<file path="config.mk">
export PLATFORM = sky130hd
export DESIGN_NAME = load_store_unit_flat
export DESIGN_NICKNAME = d
export VERILOG_FILES = /design/src/rtl/load_store_unit_pkg.sv /design/src/rtl/load_store_unit_if.sv /design/src/rtl/load_store_unit_align.sv /design/src/rtl/load_store_unit.sv /design/src/flat_wrapper.sv
export SDC_FILE = /design/constraint.sdc
export NUM_CORES = 1
export LEC_CHECK = 0
export ABC_AREA = 1
export ABC_CLOCK_PERIOD_IN_PS = 5000
export CORE_MARGIN = 5
export CORE_UTILIZATION = 46
export DETAILED_ROUTE_END_ITERATION = 8
export PLACE_DENSITY = 0.91
export SETUP_SLACK_MARGIN = 0.3
export SKIP_LAST_GASP = 1
export SYNTH_ARGS = -nofsm -noshare
export SYNTH_HDL_FRONTEND = slang
export SYNTH_SLANG_ARGS = --single-unit
</file>
<file path="constraint.sdc">
create_clock -name clk -period 5 [get_ports clk]
set_input_delay 0.5 -clock clk [delete_from_list [all_inputs] [get_ports clk]]
set_output_delay 0.5 -clock clk [all_outputs]
set_load 0.01 [all_outputs]
</file>
<file path="src/rtl/load_store_unit_pkg.sv">
// Shared definitions for the load/store unit: width codes, FSM states and
// the byte-enable / store-replication / load-extension helpers.
package lsu_pkg;

    // Width codes driven by the main decoder on LSen
    localparam logic [2:0] LSEN_B  = 3'b000;
    localparam logic [2:0] LSEN_H  = 3'b001;
    localparam logic [2:0] LSEN_W  = 3'b010;
    localparam logic [2:0] LSEN_BU = 3'b011;
    localparam logic [2:0] LSEN_HU = 3'b100;

    typedef enum logic [1:0] {IDLE, WAIT, DONE} lsu_state_e;

    typedef enum logic [1:0] {SzByte, SzHalf, SzWord} lsu_size_e;

    // Codes 101-111 fall through to word
    function automatic lsu_size_e lsu_size(input logic [2:0] lsen);
        case (lsen)
            LSEN_B, LSEN_BU: return SzByte;
            LSEN_H, LSEN_HU: return SzHalf;
            default:         return SzWord;
        endcase
    endfunction

    function automatic logic lsu_misaligned(input logic [2:0] lsen, input logic [1:0] off);
        case (lsu_size(lsen))
            SzByte:  return 1'b0;
            SzHalf:  return off[0];
            default: return off != 2'b00;
        endcase
    endfunction

    function automatic logic [3:0] lsu_be(input logic [2:0] lsen, input logic [1:0] off);
        case (lsu_size(lsen))
            SzByte:  return 4'b0001 << off;
            SzHalf:  return off[1] ? 4'b1100 : 4'b0011;
            default: return 4'b1111;
        endcase
    endfunction

    // Replicate the store operand across every lane it may land in
    function automatic logic [31:0] lsu_store_data(input logic [2:0] lsen,
                                                   input logic [31:0] wdata);
        case (lsu_size(lsen))
            SzByte:  return {4{wdata[7:0]}};
            SzHalf:  return {2{wdata[15:0]}};
            default: return wdata;
        endcase
    endfunction

    function automatic logic [31:0] lsu_load_ext(input logic [2:0] lsen, input logic [1:0] off,
                                                 input logic [31:0] rdata);
        logic [7:0]  b;
        logic [15:0] h;
        b = rdata[{off, 3'b000} +: 8];
        h = rdata[{off[1], 4'b0000} +: 16];
        case (lsen)
            LSEN_B:  return {{24{b[7]}}, b};
            LSEN_H:  return {{16{h[15]}}, h};
            LSEN_BU: return {24'b0, b};
            LSEN_HU: return {16'b0, h};
            default: return rdata;
        endcase
    endfunction

endpackage

</file>
<file path="src/rtl/load_store_unit_if.sv">
// Data-memory req/ack port. master = load/store unit, slave = memory.
interface load_store_unit_if #(
    parameter int unsigned XLEN = 32
) ();
    logic            dmem_req;
    logic            dmem_we;
    logic [XLEN-1:0] dmem_addr;
    logic [3:0]      dmem_be;
    logic [XLEN-1:0] dmem_wdata;
    logic [XLEN-1:0] dmem_rdata;
    logic            dmem_ack;

    modport master (
        output dmem_req, dmem_we, dmem_addr, dmem_be, dmem_wdata,
        input  dmem_rdata, dmem_ack
    );

    modport slave (
        input  dmem_req, dmem_we, dmem_addr, dmem_be, dmem_wdata,
        output dmem_rdata, dmem_ack
    );
endinterface

</file>
<file path="src/rtl/load_store_unit_align.sv">
// Lane logic: byte enables and store replication for the incoming op, and
// extension of returned read data using the offset latched at issue.
module lsu_align
    import lsu_pkg::*;
#(
    parameter int unsigned XLEN = 32
) (
    input  logic [2:0]      i_lsen,
    input  logic [1:0]      i_off,
    input  logic [XLEN-1:0] i_wdata,
    input  logic [2:0]      i_ld_lsen,
    input  logic [1:0]      i_ld_off,
    input  logic [XLEN-1:0] i_rdata,
    output logic [3:0]      o_be,
    output logic [XLEN-1:0] o_wdata,
    output logic [XLEN-1:0] o_load_ext
);

    // Pure lane steering, no state
    always_comb begin
        o_be       = lsu_be(i_lsen, i_off);
        o_wdata    = lsu_store_data(i_lsen, i_wdata);
        o_load_ext = lsu_load_ext(i_ld_lsen, i_ld_off, i_rdata);
    end

endmodule

</file>
<file path="src/rtl/load_store_unit.sv">
// Load/store unit: issues one registered data-memory request per load or
// store, stalls the core until ack or timeout, and returns extended loads.
module load_store_unit
    import lsu_pkg::*;
#(
    parameter int unsigned XLEN    = 32,
    parameter int unsigned TIMEOUT = 255
) (
    input  logic            clk,
    input  logic            rst,
    input  logic            i_mem_write,
    input  logic            i_mem_read,
    input  logic [2:0]      i_lsen,
    input  logic [XLEN-1:0] i_addr,
    input  logic [XLEN-1:0] i_wdata,
    output logic            o_stall,
    output logic [XLEN-1:0] o_load_data,
    output logic            o_load_valid,
    output logic            o_misalign_err,
    output logic            o_bus_err,
    load_store_unit_if.master dmem
);

    localparam logic [15:0] CntLast = 16'(TIMEOUT - 1);

    lsu_state_e      r_state, w_state_d;
    logic [15:0]     r_cnt;
    logic            r_we, r_timed_out, r_misalign;
    logic [XLEN-1:0] r_addr, r_wdata, r_load_data;
    logic [3:0]      r_be;
    logic [2:0]      r_lsen;
    logic [1:0]      r_off;

    logic            w_op_valid, w_misaligned, w_start, w_ack_done, w_timeout;
    logic [3:0]      w_be;
    logic [XLEN-1:0] w_wdata_rep, w_load_ext;

    assign w_op_valid   = i_mem_read | i_mem_write;
    assign w_misaligned = lsu_misaligned(i_lsen, i_addr[1:0]);

    lsu_align #(.XLEN(XLEN)) u_align (
        .i_lsen     (i_lsen),
        .i_off      (i_addr[1:0]),
        .i_wdata    (i_wdata),
        .i_ld_lsen  (r_lsen),
        .i_ld_off   (r_off),
        .i_rdata    (dmem.dmem_rdata),
        .o_be       (w_be),
        .o_wdata    (w_wdata_rep),
        .o_load_ext (w_load_ext)
    );

    // Next-state decode; ack wins over a timeout in the same cycle
    always_comb begin
        w_state_d  = r_state;
        w_start    = 1'b0;
        w_ack_done = 1'b0;
        w_timeout  = 1'b0;
        case (r_state)
            IDLE: begin
                if (w_op_valid && !w_misaligned) begin
                    w_start   = 1'b1;
                    w_state_d = WAIT;
                end
            end
            WAIT: begin
                if (dmem.dmem_ack) begin
                    w_ack_done = 1'b1;
                    w_state_d  = DONE;
                end else if (r_cnt == CntLast) begin
                    w_timeout = 1'b1;
                    w_state_d = DONE;
                end
            end
            DONE:    w_state_d = IDLE;
            default: w_state_d = IDLE;
        endcase
    end

    // State register
    always_ff @(posedge clk or posedge rst) begin
        if (rst) begin
            r_state <= IDLE;
        end else begin
            r_state <= w_state_d;
        end
    end

    // Request fields, wait counter, result and error flags
    always_ff @(posedge clk or posedge rst) begin
        if (rst) begin
            r_cnt       <= '0;
            r_we        <= 1'b0;
            r_timed_out <= 1'b0;
            r_misalign  <= 1'b0;
            r_addr      <= '0;
            r_wdata     <= '0;
            r_be        <= '0;
            r_lsen      <= '0;
            r_off       <= '0;
            r_load_data <= '0;
        end else begin
            r_misalign <= (r_state == IDLE) && w_op_valid && w_misaligned;
            if (w_start) begin
                r_we        <= i_mem_write;
                r_addr      <= {i_addr[XLEN-1:2], 2'b00};
                r_be        <= w_be;
                r_wdata     <= w_wdata_rep;
                r_lsen      <= i_lsen;
                r_off       <= i_addr[1:0];
                r_timed_out <= 1'b0;
            end else if (w_timeout) begin
                r_timed_out <= 1'b1;
            end
            r_cnt <= (r_state == WAIT) ? r_cnt + 16'd1 : '0;
            if (w_ack_done && !r_we) begin
                r_load_data <= w_load_ext;
            end else if (w_timeout && !r_we) begin
                r_load_data <= '0;
            end
        end
    end

    // Outputs; stall is masked during reset so the core sees zeros at once
    always_comb begin
        o_stall         = !rst && (w_start || (r_state == WAIT));
        o_load_data     = r_load_data;
        o_load_valid    = (r_state == DONE) && !r_we && !r_timed_out;
        o_misalign_err  = r_misalign;
        o_bus_err       = (r_state == DONE) && r_timed_out;
        dmem.dmem_req   = (r_state == WAIT);
        dmem.dmem_we    = r_we;
        dmem.dmem_addr  = r_addr;
        dmem.dmem_be    = r_be;
        dmem.dmem_wdata = r_wdata;
    end

endmodule

</file>
<file path="src/flat_wrapper.sv">
// flat-port wrapper written by rule: the top's interface ports become plain ports
module load_store_unit_flat import lsu_pkg::*;
#(
    parameter int unsigned XLEN    = 32,
    parameter int unsigned TIMEOUT = 255
)
  (clk, rst, i_mem_write, i_mem_read, i_lsen, i_addr, i_wdata, o_stall, o_load_data, o_load_valid, o_misalign_err, o_bus_err, dmem_dmem_req, dmem_dmem_we, dmem_dmem_addr, dmem_dmem_be, dmem_dmem_wdata, dmem_dmem_rdata, dmem_dmem_ack);
  load_store_unit_if #(.XLEN(XLEN)) dmem_i ();
  input  logic clk;
  input  logic rst;
  input  logic i_mem_write;
  input  logic i_mem_read;
  input  logic [2:0] i_lsen;
  input  logic [XLEN-1:0] i_addr;
  input  logic [XLEN-1:0] i_wdata;
  output logic o_stall;
  output logic [XLEN-1:0] o_load_data;
  output logic o_load_valid;
  output logic o_misalign_err;
  output logic o_bus_err;
  output wire logic [$bits(dmem_i.dmem_req)-1:0] dmem_dmem_req;
  output wire logic [$bits(dmem_i.dmem_we)-1:0] dmem_dmem_we;
  output wire logic [$bits(dmem_i.dmem_addr)-1:0] dmem_dmem_addr;
  output wire logic [$bits(dmem_i.dmem_be)-1:0] dmem_dmem_be;
  output wire logic [$bits(dmem_i.dmem_wdata)-1:0] dmem_dmem_wdata;
  input wire logic [$bits(dmem_i.dmem_rdata)-1:0] dmem_dmem_rdata;
  input wire logic [$bits(dmem_i.dmem_ack)-1:0] dmem_dmem_ack;
  assign dmem_dmem_req = dmem_i.dmem_req;
  assign dmem_dmem_we = dmem_i.dmem_we;
  assign dmem_dmem_addr = dmem_i.dmem_addr;
  assign dmem_dmem_be = dmem_i.dmem_be;
  assign dmem_dmem_wdata = dmem_i.dmem_wdata;
  assign dmem_i.dmem_rdata = dmem_dmem_rdata;
  assign dmem_i.dmem_ack = dmem_dmem_ack;
  load_store_unit #(.XLEN(XLEN), .TIMEOUT(TIMEOUT)) u_core (.clk(clk), .rst(rst), .i_mem_write(i_mem_write), .i_mem_read(i_mem_read), .i_lsen(i_lsen), .i_addr(i_addr), .i_wdata(i_wdata), .o_stall(o_stall), .o_load_data(o_load_data), .o_load_valid(o_load_valid), .o_misalign_err(o_misalign_err), .o_bus_err(o_bus_err), .dmem(dmem_i));
endmodule
</file>
==> results summary <==
The flow ran to the end, and the final reports show no timing, DRC or antenna violations. The share of post-route cells with drive strength above 1 is 0.05354. The final period utilization is 0.6013. Hold timing on the final database bottoms out at a slack of 0.4762 ns. The buffer cell driving the clock tree root is sky130_fd_sc_hd__clkbuf_16. In this run the deepest clock path goes through 2 buffers. The number of input and output port buffers inserted came out at 207. The insertion delay of the later-clocked pin in the worst-skew pair came out at 0.41 ns. The largest net degree at the start of global routing came out at 81. The share of total power dissipated in the clock network is 0.226. The initial antenna violation count is 0. Once the clock tree was built, the setup fixing pass inserted 0 buffers. The clock transition at the register clock pins on the worst setup and hold paths after CTS is 0.05 ns. The total number of placement rows came out at 42.

The setup clock skew after layout is 0.009153 ns. On the worst path, the slowest cell contributes a delay of 0.55 ns. In the routed design, unresolved DRC markers number 0. The worst setup path is launched from an input port. The number of slew-limit violations in the final report is 0. The worst-case headroom to the max-slew limit is 0.2893. The minimum clock period after layout came out at 3.007 ns.

The total of cells resized after clock tree synthesis is 0. The synthesized flop and latch total came out at 124. The via count of the first global-routing pass is 6135.

The post-synthesis instance total came out at 845. The number of hold buffers added after CTS was 0. The area of the placeable core came out at 13300 um2. The number of different library cells used by synthesis comes to 32.

The area of the die came out at 16050 um2. The area overhead of the layout relative to synthesis is 41.77%. The H-tree generated during clock tree synthesis spans 4 levels. The net switching power of the design is 1971 uW. For the worst setup path, the data arrival time is 2.51 ns. Setup repair after global routing left no endpoint under its margin.

The internal portion of the total power is 3250 uW. Leaving out fill and tap cells, the most frequent cells in the layout are sky130_fd_sc_hd__nand2_1, sky130_fd_sc_hd__clkdlybuf4s50_1, sky130_fd_sc_hd__dfrtp_1, sky130_fd_sc_hd__nor2_1, sky130_fd_sc_hd__inv_1. The final number of hold-violating endpoints came out at 0. TritonCTS built the clock tree.

The depth of the worst hold-timing path came out at 2. The power consumption is 5221 uW. Setup violations remaining at the end of the flow were counted as 0. The remaining antenna violation count after routing came out at 0.

0 antenna diodes ended up in the layout. The average detailed-routed wire length per instance is 15.01 um. The path class of the tightest hold or removal check is reg -> reg. The most numerous cell on the critical path is sky130_fd_sc_hd__clkdlybuf4s50_1.

Traced cell by cell, the critical path runs through clkdlybuf4s50_1 -> inv_2 -> nand2_1 -> nand2_2 -> o21ai_2 -> nand3_2 -> a21oi_1 -> clkdlybuf4s50_1. The total routed wirelength came out at 18350 um. The total power divided by cell area came out at 587.9 nW/um2. The top-level port count came out at 210.

The critical path is of the in -> out type. The count of max-cap constraint violations is 0. The mean post-synth cell area came out at 7.412 um2. The part of the power in combinational logic is 0.447. Summing every instance area after synthesis gives 6264 um2.

The endpoint type of the worst setup path is a primary output. The slowest stage of the critical path is the sky130_fd_sc_hd__clkdlybuf4s50_1 cell. At the end of routability-driven placement, the weighted congestion stood at 0.9101. The sequential element share of the synthesized area came out at 0.4954. The number of detailed-routing iterations run before antenna repair is 5. The fmax came out at 332.6 MHz. The final net count is 1140. The initial utilization of the core area, before any placement, comes to 0.4711. The number of buffers created by CTS came out at 17. The required time reported for the critical path endpoint came out at 4.50 ns. The number of vias per cell after detailed routing is 5.049.

The leakage power of the design is 0.004423 uW. The number of clock sinks came out at 124. The global-route wire length before repair is 29640 um. The accumulated negative setup slack came out at 0 ns.

The cell count of the worst reg-to-reg path came out at 6. The net switching share of the total power is 0.3775. The library cell used most frequently in the layout, excluding fill and tap cells, is sky130_fd_sc_hd__nand2_1. The highest fanout seen on the critical path came out at 32. The horizontal die dimension came out at 126.7 um. VDD sags by at most 348.6 uV. The overall overflow remaining after global route came out at 0. The starting DRC count in detailed routing came out at 493. The sequential fraction of design power is 0.327. The total via count in the routed design is 6170. The total number of yosys warnings is 0. The final HPWL from detailed placement came out at 13150 um. The measured slew at the worst slew-check pin came out at 1.064 ns. The die height is 126.7 um.

The global-route total usage across every layer came out at 0.2299.
[layer usage]
| metal | up-vias | wire length, um | GRT usage |
|---|---|---|---|
| li1 | 3006 | - | - |
| met5 | - | 0 | 0 |
| met1 | 2871 | 7372 | 0.2834 |
| met3 | 27 | 1838 | 0.09626 |
| met4 | 0 | 340 | 0.06877 |
| met2 | 266 | 8795 | 0.3705 |
[registers in the layout, indices dropped and copies added (netlist names)]
| name | count |
|---|---|
| u_core.r_off | 2 |
| u_core.dmem.dmem_we | 1 |
| u_core.o_misalign_err | 1 |
| u_core.r_state | 2 |
| u_core.o_load_data | 32 |
| u_core.dmem.dmem_be | 4 |
| u_core.r_lsen | 3 |
| u_core.dmem.dmem_wdata | 32 |
| u_core.r_timed_out | 1 |
| u_core.r_cnt | 16 |
| u_core.dmem.dmem_addr | 30 |
[power by group through the flow]
stage | combinational (uW) | clock [uW] | sequential [uW]
3_5_place_dp | 2340 | 0 | 1700
3_3_place_gp | 2280 | 0 | 1700
2_1_floorplan | 1120 | 0 | 1820
6_report | 2330 | 1180 | 1710
4_1_cts | 2350 | 1190 | 1710
5_1_grt | 2580 | 1230 | 1760
[worst max-delay path, delay by kind of cell]
kind	cells	cell delay (ns)
AND/OR/NAND/NOR	3	0.54
buffers and inverters	3	1.09
AO/OA/AOI/OAI	2	0.36
[Yosys cell counts (all sizes together)]
master | count | area, um2
nand2 | 402 | 1516
clkinv | 2 | 7.510
clkbuf | 6 | 22.52
conb | 1 | 3.750
a21oi | 42 | 214.0
nand3b | 2 | 15.01
a21boi | 1 | 7.510
nor3 | 6 | 30.03
dfrtp | 124 | 3103
nand4 | 6 | 52.55
o21ai | 43 | 219.0
nor2 | 59 | 241.5
inv | 56 | 210.2
nand3 | 51 | 290.3
a31oi | 1 | 6.260
ha | 2 | 25.02
buf | 36 | 255.3
xor2 | 4 | 35.03
xnor2 | 1 | 8.760
[layout make-up]
type,count,area [um2]
Clock inverter,8,92.59
Inverter,58,220.2
Fill cell,1072,4415
Clock buffer,23,467.9
Timing Repair Buffer,211,2102
Sequential cell,124,3103
Tap cell,176,220.2
Multi-Input combinational cell,622,2674
[cell families after synthesis]
group,Yosys count,share of synthesized area
compound gates,87,0.07132
fa+ha+maj,2,0.003995
flops,124,0.4954
xor+xnor,5,0.006991
buf+inv,100,0.07911
simple gates,526,0.3426
other cells,1,0.0005987
[metrics by stage]
step / area [um2] / setup WS (ns) / instances / utilization
floorplan: 6267 / 1.201 / 846 / -
global placement: 8319 / 2.041 / 1191 / 0.6257
detailed placement: 8319 / 1.978 / 1191 / 0.6257
CTS: 8880 / 2.009 / 1222 / 0.6679
global route: 8880 / 1.831 / 1222 / 0.6679
finish: 8880 / 1.993 / 1222 / 0.6679
[path summary, 6_finish.rpt]
check / start / end / slack, ns
setup reg to reg: u_core.r_state[1]$_DFFE_PP0P_ / u_core.o_load_data[9]$_DFFE_PP0P_ / 2.63
min in group asynchronous: rst / u_core.dmem.dmem_addr[2]$_DFFE_PP0P_ / 0.57
hold reg to reg: u_core.dmem.dmem_addr[18]$_DFFE_PP0P_ / u_core.dmem.dmem_addr[18]$_DFFE_PP0P_ / 0.48
setup / recovery: i_lsen[0] / o_stall / 1.99
max in group asynchronous: rst / u_core.o_load_data[23]$_DFFE_PP0P_ / 3.38
hold / removal: u_core.dmem.dmem_addr[18]$_DFFE_PP0P_ / u_core.dmem.dmem_addr[18]$_DFFE_PP0P_ / 0.48
Power figures use the tool's default switching activity.
